**config.mk**
```make
export PLATFORM = sky130hd
export DESIGN_NAME = i2s_master_tx
export DESIGN_NICKNAME = d
export VERILOG_FILES = /design/src/rtl/i2s_master_tx.sv
export SDC_FILE = /design/constraint.sdc
export NUM_CORES = 1
export LEC_CHECK = 0
export BUFFER_PORTS_ARGS = -buffer_cell sky130_fd_sc_hd__buf_2
export CAP_MARGIN = 40
export CORE_UTILIZATION = 61
export CTS_CLUSTER_SIZE = 14
export DETAILED_ROUTE_END_ITERATION = 6
export PLACE_DENSITY = 0.84
export SYNTH_ARGS = -nofsm -noshare
export SYNTH_HDL_FRONTEND = slang
export SYNTH_SLANG_ARGS = --single-unit
```
**constraint.sdc**
```tcl
create_clock -name iCLK -period 4.18 [get_ports iCLK]
set_input_delay 0.209 -clock iCLK [delete_from_list [all_inputs] [get_ports iCLK]]
set_output_delay 0.209 -clock iCLK [all_outputs]
set_load 0.01 [all_outputs]
```
**src/rtl/i2s_master_tx.sv**
```systemverilog
`default_nettype none
// ============================================================================
// Module   : i2s_master_tx
// Brief    : I2S clock-master transmitter. Generates BCLK/LRCK from iCLK and
//            serialises stereo samples taken through a one-deep holding
//            register. Define I2S_LEFT_JUSTIFIED_EN for left-justified format.
// Revision : 1.0 - initial release
// ============================================================================
module i2s_master_tx #(
  parameter int WS        = 16,
  parameter int SLOT_BITS = 32,
  parameter int BCLK_DIV  = 8
) (
  input  logic          iCLK,
  input  logic          iRST,
  input  logic [WS-1:0] iL,
  input  logic [WS-1:0] iR,
  input  logic          iValid,
  output logic          oReady,
  output logic          oBCLK,
  output logic          oLRCK,
  output logic          oDAT,
  output logic          oSampleTick,
  output logic          oUnderrun
);

  localparam int c_FRAME_BITS = 2 * SLOT_BITS;
  localparam int c_BW         = $clog2(c_FRAME_BITS);
  localparam int c_PW         = $clog2(SLOT_BITS);
  localparam int c_DW         = $clog2(BCLK_DIV);
`ifdef I2S_LEFT_JUSTIFIED_EN
  localparam int   c_SHIFT      = SLOT_BITS - WS;
  localparam logic c_LRCK_RIGHT = 1'b0;
`else
  localparam int   c_SHIFT      = SLOT_BITS - WS - 1;
  localparam logic c_LRCK_RIGHT = 1'b1;
`endif

  logic [c_DW-1:0]      r_div;
  logic                 r_bclk;
  logic                 r_lrck;
  logic                 r_dat;
  logic                 r_full;
  logic                 r_tick;
  logic                 r_und;
  logic [c_BW-1:0]      r_bcnt;
  logic [WS-1:0]        r_hold_l;
  logic [WS-1:0]        r_hold_r;
  logic [2*WS-1:0]      r_frame;

  logic                 w_tc;
  logic                 w_fall;
  logic                 w_load;
  logic                 w_accept;
  logic                 w_right;
  logic [c_BW-1:0]      w_bnext;
  logic [c_BW-1:0]      w_pos;
  logic [c_PW-1:0]      w_idx;
  logic [2*WS-1:0]      w_frame_nxt;
  logic [WS-1:0]        w_word;
  logic [SLOT_BITS-1:0] w_slot;

  assign w_tc     = (r_div == c_DW'(BCLK_DIV - 1));
  assign w_fall   = w_tc & r_bclk;
  assign w_accept = iValid & ~r_full;

  assign w_bnext = (r_bcnt == c_BW'(c_FRAME_BITS - 1)) ? '0 : r_bcnt + c_BW'(1);
  assign w_load  = w_fall & (w_bnext == '0);
  assign w_right = (w_bnext >= c_BW'(SLOT_BITS));
  assign w_pos   = w_right ? (w_bnext - c_BW'(SLOT_BITS)) : w_bnext;
  assign w_idx   = c_PW'(c_BW'(SLOT_BITS - 1) - w_pos);

  // The load cycle also emits slot bit 0, so it must see the incoming frame.
  assign w_frame_nxt = w_load ? (r_full ? {r_hold_l, r_hold_r} : '0) : r_frame;
  assign w_word      = w_right ? w_frame_nxt[WS-1:0] : w_frame_nxt[2*WS-1:WS];
  // Slot laid out MSB-first: bit SLOT_BITS-1 is transmitted at slot position 0.
  assign w_slot      = SLOT_BITS'(w_word) << c_SHIFT;

  always_ff @(posedge iCLK or posedge iRST) begin
    if (iRST) begin
      r_div    <= '0;
      r_bclk   <= 1'b0;
      r_lrck   <= c_LRCK_RIGHT;
      r_dat    <= 1'b0;
      r_bcnt   <= c_BW'(c_FRAME_BITS - 1);
      r_full   <= 1'b0;
      r_tick   <= 1'b0;
      r_und    <= 1'b0;
      r_hold_l <= '0;
      r_hold_r <= '0;
      r_frame  <= '0;
    end else begin
      r_div  <= w_tc ? '0 : r_div + c_DW'(1);
      r_tick <= w_load;
      r_und  <= w_load & ~r_full;
      if (w_tc) begin
        r_bclk <= ~r_bclk;
      end
      if (w_fall) begin
        r_bcnt  <= w_bnext;
        r_lrck  <= w_right ? c_LRCK_RIGHT : ~c_LRCK_RIGHT;
        r_dat   <= w_slot[w_idx];
        r_frame <= w_frame_nxt;
      end
      // Load consults the pre-edge holding state; a same-cycle accept lands
      // only when the holding was empty, so it survives into the next frame.
      if (w_load && r_full) begin
        r_full <= 1'b0;
      end else if (w_accept) begin
        r_full   <= 1'b1;
        r_hold_l <= iL;
        r_hold_r <= iR;
      end
    end
  end

  assign oReady      = ~r_full;
  assign oBCLK       = r_bclk;
  assign oLRCK       = r_lrck;
  assign oDAT        = r_dat;
  assign oSampleTick = r_tick;
  assign oUnderrun   = r_und;

endmodule
`default_nettype wire
```
==> key figures <==
Global routing
  – Global-route wire length before repair: 12100 um
  – Largest net degree at the start of global routing: 48
  – Global router's overall resource usage: 25.3%
  – Number of antenna violations at the first check in global routing: 0
  – Total global routing overflow: 0
  – Number of global-route vias before repair: 2558

Place
  – Instance count after placement with tap cells included: 448
  – Port Buffers: 40
  – Routability Congestion: 0.921
  – Worst setup slack after placement: 863 ps
  – Half-perimeter wire length after placement: 5020 um

Floorplan
  – Standard cell core area: 0.00592 mm^2
  – Horiz. Die Dim: 80.2 um
  – Floorplan die area: 0.00643 mm^2
  – Effective utilization at floorplan: 63.0%
  – Floorplan die height: 80.2 um
  – I/O Pins: 41
  – # rows: 28

Drt
  – Routed length per instance: 15.6 um
  – Highest metal layer with signal wires: met4
  – Overall routed net length: 7240 um
  – Wire length on met1: 3240 um
  – Via count: 2678
  – Count of antenna-violating nets left after detailed routing: 0
  – Met3 wirelength from detailed routing: 311 um
  – Drt first-iter violations: 200
  – DRC: 0
  – Number of vias per cell after detailed routing: 5.77
  – Amount of wire on met2 after detailed routing: 3580 um
  – First-pass iteration count of the detailed router: 4

Setup path
  – Crit path launch type: flip-flop
  – Critical Path Start: r_bcnt[0]
  – Worst reg2reg setup slack: 810 ps
  – Worst r2r path cells: 9
  – Maximum fanout encountered on the critical timing path: 47
  – Worst reg2reg endpoint: oDAT
  – Last element of the critical path: oDAT
  – CP required: 4480 ps
  – RR Startpoint: r_bcnt[0]
  – Data arrival time of the critical path: 3670 ps
  – Endpoint type of the worst setup path: flip-flop
  – Setup Crit Path Kind: flip-flop to flip-flop

STA
  – Setup repair after global routing missed its margin: no
  – Worst-Margin Slew: 874 ps
  – Count of final hold-check violations: 0
  – Final clock period utilization by the worst path: 80.7%
  – Post-Route Setup TNS: 0 ps
  – Final number of max-transition violations: 0
  – Fin crit period: 3370 ps
  – Max Freq: 296 MHz
  – Crit path setup slack, layout: 805 ps
  – Final setup violation count: 0
  – Relative max-transition margin: 41.5%
  – Clock skew after layout: 7.54 ps

Power and ir drop
  – Cell-internal power: 0.00123 W
  – Max IR drop VDD: 336 uV
  – Clk network pwr share: 29.0%
  – Switching fraction of total power: 26.6%
  – Leakage power figure: 1.85 nW
  – Reported net switching power: 0.000445 W
  – Share of total power in combinational logic: 14.1%
  – Power Density: 409 mW/mm^2
  – Sequential share of power: 56.9%

Yosys
  – Library cell occupying the most area in the post-synthesis netlist: sky130_fd_sc_hd__dfrtp_1
  – Sequential fraction of the synthesis area: 53.2%
  – Syn Area/Cell: 10.5 um^2
  – Area fraction in and, or, nand and nor cells after synthesis: 13.4%
  – Yosys Warn Count: 0
  – Number of nets in the synthesized netlist: 394
  – Multiplexer fraction of the synthesized cell area: 11.8%
  – Synth area leaders: sky130_fd_sc_hd__dfrtp_1 48%, sky130_fd_sc_hd__mux2_2 9.7%, sky130_fd_sc_hd__nand2_1 8.5%
  – Synth top area share: 48.3%
  – Cells after Synth: 355
  – Compound-Gate Fraction of Synth Area: 14.9%
  – Post-synthesis adder-cell area fraction: 1.34%
  – Async S/R FF share, synth: 100%
  – Number of distinct library cells after synthesis: 56
  – Ranking of synthesized cells by instance count: 84 x sky130_fd_sc_hd__nand2_1, 72 x sky130_fd_sc_hd__dfrtp_1, 38 x sky130_fd_sc_hd__o21ai_0, 32 x sky130_fd_sc_hd__mux2_2, 14 x sky130_fd_sc_hd__nor2_1
  – Most used flip-flop cell after synthesis: sky130_fd_sc_hd__dfrtp_1
  – Dominant combinational cell family by area after synthesis: compound AO/OA/AOI/OAI gates
  – Count leader, synth: sky130_fd_sc_hd__nand2_1
  – Register bit count reported by yosys: 79
  – Post-synth EDFFs: 0
  – Cell area after synthesis: 0.00373 mm^2
  – Share of the synthesized netlist area taken by xor and xnor gates: 1.17%

Clocking
  – Root buf cell: sky130_fd_sc_hd__clkbuf_8
  – Clock tree from TritonCTS: built
  – Number of CTS-inserted buffers: 9
  – Hold-fix buffer count after cts: 0
  – Max Buffers Root-to-Sink: 2
  – Clock latency on the worst-skew pair: 350 ps
  – Number of cells upsized or downsized after cts: 0
  – Buffer count from post-CTS setup fixing: 0
  – TritonCTS sink count: 79
  – Number of H-tree branching levels: 3
  – CTS clock-pin slew for the worst setup and hold paths: 80 ps

Cells and area
  – Final cell count without fillers: 464
  – NumNets Final: 423
  – Area delta synth->final: 9.49%
  – Diodes inserted: 0
  – Share of final-layout standard cells stronger than drive strength 1: 30.1%
  – Area taken by flip-flops and latches: 0.00199 mm^2
  – Area occupied by multi-input gates: 0.00159 mm^2
  – Share of the core filled with cells: 69.0%
  – Number of filler cells placed in the layout: 457

Worst hold path
  – Min-delay worst type: input pin to async pin

Run
  – Number of maximum-capacitance constraint violations: 0

Run status
  – Run status: finished clean
-- logic make-up (layout without fill, tap and decap cells) --
kind of cell,count (synthesis),in the layout
flip-flops,79,79
AND/OR/NAND/NOR,118,118
multiplexers,36,36
buffers and inverters,32,66
adder cells (fa/ha/maj),4,4
XOR/XNOR,5,5
AO/OA/AOI/OAI,81,81
-- placed cells by master, fill, tap and decap left out, types with 5 or more instances in the layout --
master,synthesis,final
sky130_fd_sc_hd__inv_1,6,5
sky130_fd_sc_hd__buf_2,7,40
sky130_fd_sc_hd__dfstp_2,7,7
sky130_fd_sc_hd__nor2_1,14,14
sky130_fd_sc_hd__o21ai_0,38,38
sky130_fd_sc_hd__clkbuf_8,0,9
sky130_fd_sc_hd__mux2_2,32,32
sky130_fd_sc_hd__dfrtp_1,72,72
sky130_fd_sc_hd__nand2_1,84,84
sky130_fd_sc_hd__a21oi_1,9,9
-- power by group through the flow --
stage          clock network, W  logic (W)  registers [W]
2_1_floorplan                 0   0.000182       0.000941
3_3_place_gp                  0   0.000228       0.000958
3_5_place_dp                  0   0.000240       0.000965
4_1_cts                0.000490   0.000240       0.000952
5_1_grt                0.000524   0.000262       0.000968
6_report               0.000485   0.000235       0.000951
-- critical path: stages (launching register included) --
cell and delay, ps:
sky130_fd_sc_hd__dfstp_2 660, sky130_fd_sc_hd__ha_1 420, sky130_fd_sc_hd__nor3_1 120, sky130_fd_sc_hd__o211ai_2 710
sky130_fd_sc_hd__or2_4 390, sky130_fd_sc_hd__buf_4 400, sky130_fd_sc_hd__nand2_1 130, sky130_fd_sc_hd__o211ai_1 120
sky130_fd_sc_hd__and4_4 230, sky130_fd_sc_hd__o22a_1 120
-- per-stage QoR --
stage               total power, W  hold slack, ps  cell area, um^2
CTS                        0.00168            36.0             4090
detailed placement         0.00120             414             3930
finish                     0.00167            9.94             4090
floorplan                  0.00112             361             3730
global placement           0.00119             406             3930
global route               0.00175            74.4             4090
-- layer usage --
metal	vias to the layer above	track usage, %
li1	1287	-
met3	13	5.23
met4	0	11.8
met2	71	39.3
met1	1307	34.2
met5	-	0
-- worst min path at each step --
stage,end,slack [ps],cells after the start
2_1_floorplan,r_hold_r[10],360,1
3_3_place_gp,r_hold_r[8],410,2
3_5_place_dp,r_hold_r[10],410,2
4_1_cts,r_hold_r[11],40,2
5_1_grt,r_hold_r[0],70,2
6_report,r_hold_r[11],10,2
-- flip-flops by register name, indices dropped and copies added (netlist names) --
signal and count:
r_frame 32, oDAT 1, oLRCK 1, r_hold_l 16
oSampleTick 1, oUnderrun 1, r_div 3, oBCLK 1
r_hold_r 16, r_bcnt 6, r_full 1
-- layout make-up --
cell class                      count  share of cell area [%]
Sequential cell                    79                    48.6
Tap cell                           75                    2.30
Inverter                            6                   0.551
Clock buffer                       12                    3.31
Timing Repair Buffer               44                    5.64
Clock inverter                      4                   0.613
Multi-Input combinational cell    244                    39.0
(Power assumes the default switching activity.)
